[src/rtl/div_seq_ctrl.sv]
// Sequencer for the shared signed/unsigned AXI-stream divider IPs: feeds one
// request's operands, captures the one-cycle result pulse and holds it for EX.
module div_seq_ctrl #(
   parameter int unsigned DW = 32
) (
   input  logic            clk,
   input  logic            rst,
   input  logic            req_valid,
   input  logic [1:0]      req_op,
   input  logic [DW-1:0]   req_src1,
   input  logic [DW-1:0]   req_src2,
   output logic            req_ready,
   input  logic            flush,
   output logic            out_valid,
   output logic [DW-1:0]   out_result,
   input  logic            out_ready,
   output logic [DW-1:0]   dividend_data,
   output logic [DW-1:0]   divisor_data,
   output logic            sdiv_dividend_tvalid,
   output logic            sdiv_divisor_tvalid,
   input  logic            sdiv_dividend_tready,
   input  logic            sdiv_divisor_tready,
   input  logic            sdiv_dout_tvalid,
   input  logic [2*DW-1:0] sdiv_dout_tdata,
   output logic            udiv_dividend_tvalid,
   output logic            udiv_divisor_tvalid,
   input  logic            udiv_dividend_tready,
   input  logic            udiv_divisor_tready,
   input  logic            udiv_dout_tvalid,
   input  logic [2*DW-1:0] udiv_dout_tdata
);

   typedef enum logic [1:0] {
      S_IDLE,
      S_ISSUE,
      S_WAIT,
      S_DONE
   } state_t;

   state_t          state_q, state_d;
   logic [1:0]      op_q, op_d;
   logic [DW-1:0]   dividend_q, dividend_d;
   logic [DW-1:0]   divisor_q, divisor_d;
   logic [DW-1:0]   result_q, result_d;
   logic            dvd_done_q, dvd_done_d;
   logic            dvs_done_q, dvs_done_d;
   logic            killed_q, killed_d;

   logic            sel_u;
   logic            dvd_tvalid, dvs_tvalid;
   logic            dvd_tready, dvs_tready;
   logic            dvd_hs, dvs_hs;
   logic            dout_tvalid;
   logic [2*DW-1:0] dout_tdata;

   // op[1] steers every handshake to exactly one IP; the other IP is invisible.
   always_comb begin
      sel_u       = op_q[1];
      dvd_tvalid  = (state_q == S_ISSUE) && !dvd_done_q;
      dvs_tvalid  = (state_q == S_ISSUE) && !dvs_done_q;
      dvd_tready  = sel_u ? udiv_dividend_tready : sdiv_dividend_tready;
      dvs_tready  = sel_u ? udiv_divisor_tready  : sdiv_divisor_tready;
      dvd_hs      = dvd_tvalid && dvd_tready;
      dvs_hs      = dvs_tvalid && dvs_tready;
      dout_tvalid = sel_u ? udiv_dout_tvalid : sdiv_dout_tvalid;
      dout_tdata  = sel_u ? udiv_dout_tdata  : sdiv_dout_tdata;
   end

   always_comb begin
      sdiv_dividend_tvalid = dvd_tvalid && !sel_u;
      sdiv_divisor_tvalid  = dvs_tvalid && !sel_u;
      udiv_dividend_tvalid = dvd_tvalid && sel_u;
      udiv_divisor_tvalid  = dvs_tvalid && sel_u;
      req_ready            = (state_q == S_IDLE);
      out_valid            = (state_q == S_DONE);
      out_result           = result_q;
      dividend_data        = dividend_q;
      divisor_data         = divisor_q;
   end

   always_comb begin
      state_d    = state_q;
      op_d       = op_q;
      dividend_d = dividend_q;
      divisor_d  = divisor_q;
      result_d   = result_q;
      dvd_done_d = dvd_done_q;
      dvs_done_d = dvs_done_q;
      killed_d   = killed_q;

      case (state_q)
         S_IDLE: begin
            if (req_valid && !flush) begin
               state_d    = S_ISSUE;
               op_d       = req_op;
               dividend_d = req_src1;
               divisor_d  = req_src2;
               dvd_done_d = 1'b0;
               dvs_done_d = 1'b0;
            end
         end
         S_ISSUE: begin
            dvd_done_d = dvd_done_q || dvd_hs;
            dvs_done_d = dvs_done_q || dvs_hs;
            // Abort cleanly only if the IP has taken nothing; otherwise finish
            // feeding it and drain the result it is now committed to produce.
            if (flush && !dvd_done_d && !dvs_done_d) begin
               state_d = S_IDLE;
            end else begin
               if (flush) killed_d = 1'b1;
               if (dvd_done_d && dvs_done_d) state_d = S_WAIT;
            end
         end
         S_WAIT: begin
            if (dout_tvalid) begin
               if (killed_q || flush) begin
                  state_d = S_IDLE;
               end else begin
                  result_d = op_q[0] ? dout_tdata[DW-1:0] : dout_tdata[2*DW-1:DW];
                  state_d  = S_DONE;
               end
            end else if (flush) begin
               killed_d = 1'b1;
            end
         end
         S_DONE: begin
            if (flush || out_ready) state_d = S_IDLE;
         end
         default: state_d = S_IDLE;
      endcase

      if (state_d == S_IDLE) killed_d = 1'b0;
   end

   always_ff @(posedge clk) begin
      if (rst) begin
         state_q    <= S_IDLE;
         op_q       <= '0;
         dividend_q <= '0;
         divisor_q  <= '0;
         result_q   <= '0;
         dvd_done_q <= 1'b0;
         dvs_done_q <= 1'b0;
         killed_q   <= 1'b0;
      end else begin
         state_q    <= state_d;
         op_q       <= op_d;
         dividend_q <= dividend_d;
         divisor_q  <= divisor_d;
         result_q   <= result_d;
         dvd_done_q <= dvd_done_d;
         dvs_done_q <= dvs_done_d;
         killed_q   <= killed_d;
      end
   end

endmodule
[config.mk]
export PLATFORM = sky130hd
export DESIGN_NAME = div_seq_ctrl
export DESIGN_NICKNAME = d
export VERILOG_FILES = /design/src/rtl/div_seq_ctrl.sv
export SDC_FILE = /design/constraint.sdc
export NUM_CORES = 1
export LEC_CHECK = 0
export ABC_AREA = 1
export BUFFER_PORTS_ARGS = -buffer_cell sky130_fd_sc_hd__buf_2
export CAP_MARGIN = 0
export CORE_AREA = 2 2 118 120
export DETAILED_ROUTE_END_ITERATION = 8
export DIE_AREA = 0 0 120 122
export PLACE_DENSITY = 0.7
export SKIP_CTS_REPAIR_TIMING = 1
export SYNTH_ARGS = -nofsm -noshare
export SYNTH_HDL_FRONTEND = slang
export SYNTH_SLANG_ARGS = --single-unit
[constraint.sdc]
create_clock -name clk -period 1.38 [get_ports clk]
set_input_delay 0.069 -clock clk [delete_from_list [all_inputs] [get_ports clk]]
set_output_delay 0.069 -clock clk [all_outputs]
set_load 0.01 [all_outputs]
==> impl_metrics.json <==
{
  "worst_slack_ps": -31.8,
  "timing.slew.headroom_pct": 77.0,
  "multi_input_area_sq_mm": 0.00225,
  "syn_to_final_growth_pct": 56.8,
  "gp_congestion": 0.826,
  "fp-row-count": 43,
  "worstPathRequired_ps": 1600,
  "final_antenna_net_count": 0,
  "max-vdd-ir-drop_mv": 0.555,
  "routed_via_density": 4.79,
  "io_pins": 307,
  "max_cap_violations": 0,
  "critPathArrivalTime_ps": 1640,
  "drt_iter0_markers": 287,
  "synth_xor_area_share_pct": 0,
  "p_leak_nw": 3.54,
  "syn_nets": 876,
  "grt_pass1_vias": 4865,
  "routed_wirelength_mm": 16.9,
  "drt_pass1_iterations": 4,
  "synthAdderAreaFrac_pct": 0,
  "num-nets-final": 1202,
  "hold_viol": 28,
  "dieArea_sq_mm": 0.0146,
  "hp-class": "in2reg",
  "cts_root_buf": "clkbuf_16",
  "critPathMaxFanout": 7,
  "nFillCells": 1408,
  "finalCritPeriodShare_pct": 102,
  "holdWs_ps": -34.0,
  "violations": "negative hold slack, negative setup slack",
  "regArea_sq_mm": 0.00207,
  "synth_top_area_share_pct": 44.7,
  "syn_inst": 671,
  "synth_area_sq_mm": 0.00461,
  "rsz0062_at_grt": "true",
  "core_area_sq_mm": 0.0135,
  "crit_path_max_incr_delay_ps": 370,
  "synthSimpleGateAreaFrac_pct": 25.4,
  "fmax_mhz": 708,
  "powerDensity_mw_per_mm2": 968,
  "yosysSeqAreaShare_pct": 44.7,
  "cp-start-kind": "flop",
  "grt_pass1_wl_mm": 23.2,
  "cts_buffer_depth": 2,
  "grt_start_max_net_pins": 66,
  "synth_mux_area_share_pct": 0,
  "clkTransAtPathRegs_ps": 70,
  "worstSetupPathType": "reg2reg",
  "start_util_pct": 34.1,
  "cts_sinks": 103,
  "finalSetupTns_ps": -149,
  "status": "finished, violations left",
  "dpl_worst_slack_ps": -31.5,
  "final_cells": 1182,
  "synth.ff_latch_count": 103,
  "cp-end-kind": "flop",
  "slew_viol_final": 0,
  "ys_types": 22,
  "synth_top_family_by_area": "simple AND/OR/NAND/NOR gates",
  "dp_hpwl_mm": 11.2,
  "cts_buffers": 9,
  "path_delay_family": "buffers and inverters",
  "syn_area_per_cell_sq_um": 6.87,
  "ys_warn_count": 0,
  "path_cells": "inv_6 > nand2_4 > nand2_2 > nand2_2 > nor2_4 > buf_12 > buf_12 > clkbuf_16 > a31oi_1",
  "dieWidth_microns": 120,
  "num_vias": 5658,
  "layout-drive-gt1-share_pct": 38.0,
  "die_y_microns": 122,
  "dp.cells": 1124,
  "slowest_stage": "dfxtp_4",
  "synth_compound_area_share_pct": 22.6,
  "antenna_found_initial": 0,
  "cts_tree": "built",
  "htree_num_levels": 3,
  "synth.largest_area_cell": "dfxtp_1",
  "fin_skew_ps": 7.76,
  "worst_pin_slew_ps": 344,
  "setup_violations": 15,
  "port-buffer-count": 306,
  "clkLatencyLatePin_ps": 350,
  "wire_per_inst_microns": 14.3,
  "ys_top_cells_by_area": "dfxtp_1 45%, nor2_1 22%, o21ai_0 15%, a31oi_1 4.6%, o21ai_1 2.4%",
  "grt_overflow_total": 0,
  "drcViolationCount": 0,
  "cp_num_buf_inv": 4,
  "grtUsageTotal_pct": 19.9,
  "fin_crit_ps": 1410
}
==> state kept, by name, indices dropped and copies added (netlist names) <==
register       count
killed_q           1
dividend_data     32
dvs_done_q         1
out_result        32
divisor_data      32
state_q            2
op_q               2
dvd_done_q         1
==> stage by stage <==
| stage | instance area [sq um] | total power [mW] | util (%) | hold WS [ps] |
|---|---|---|---|---|
| 6_report | 7230 | 6.99 | 53.5 | -34.0 |
| 5_1_grt | 7220 | 7.41 | 53.5 | -5.45 |
| 4_1_cts | 6630 | 6.97 | 49.1 | -101 |
| 3_5_place_dp | 6350 | 4.52 | 47.0 | 277 |
| 3_3_place_gp | 6350 | 4.51 | 47.0 | 282 |
| 2_1_floorplan | 4610 | 3.91 | - | 138 |
==> report_power, final <==
part / total (mW) / switching [mW] / internal, mW
combinational: 1.37 / 0.711 / 0.656
sequential: 3.19 / 0.0757 / 3.12
clock: 2.43 / 1.18 / 1.25
total: 6.99 / 1.97 / 5.02
==> metal layers <==
layer	vias up	GRT usage [%]	wire length, microns	part of all wire [%]
li1	2862	-	-	-
met1	2529	23.0	6840	40
met2	247	34.7	8480	50
met3	20	4.78	1350	7.9
met4	0	8.90	250	1.5
met5	-	0	0	0
==> cell families (layout without fill, tap and decap cells) <==
kind of cell | count (synthesis) | after routing
AO/OA/AOI/OAI | 199 | 199
other | 0 | 1
buffers and inverters | 66 | 396
AND/OR/NAND/NOR | 303 | 303
flip-flops | 103 | 103
==> worst paths after layout <==
kind | slack, ps | startpoint | cells after the start | to
worst max-delay path | -30 | op_q[1] | 9 | out_result[6]
worst max register to register | -30 | op_q[1] | 9 | out_result[6]
worst min register to register | 470 | divisor_data[7] | 2 | divisor_data[7]
worst min-delay path | -30 | req_src2[3] | 3 | divisor_data[3]
==> Yosys cell counts, drive strengths merged <==
library cell and count:
dfxtp 103, nand2 28, clkinv 1, buf 31
inv 12, o21ai 162, clkbuf 22, nand4 1
nor2 268, a21oi 3, nand3 6, a31oi 34
==> layout by cell type, fill, tap and decap left out, types with 2 or more instances in the layout <==
cell and count:
inv_8 2, dfxtp_4 3, nor2_4 3, clkbuf_16 14, nand2_2 9, a31oi_1 34, nand3_2 2, o21ai_0 136
inv_6 3, inv_4 2, buf_2 306, dfxtp_1 100, buf_12 11, clkinvlp_4 2, inv_2 3, dlygate4sd3_1 29
buf_6 4, inv_1 6, o21ai_1 26, a21oi_1 2, nand3_1 4, buf_4 12, nor2_1 265, nand2_1 18
==> cell type report <==
cell class	instances	share of cell area, %
timing repair buffer	368	32.2
inverter	13	0.883
tap	180	3.12
clock inverter	6	0.762
multi-input combinational	502	31.2
antenna	1	0.0346
clock buffer	9	3.12
sequential	103	28.7
==> worst reg2reg max path: cells and delay by family, from the launching register on <==
kind | cells | cell delay, ps
buf+inv | 4 | 520
flops | 1 | 370
simple gates | 4 | 320
compound gates | 1 | 90
No activity file was read; power rests on OpenSTA's default activity.
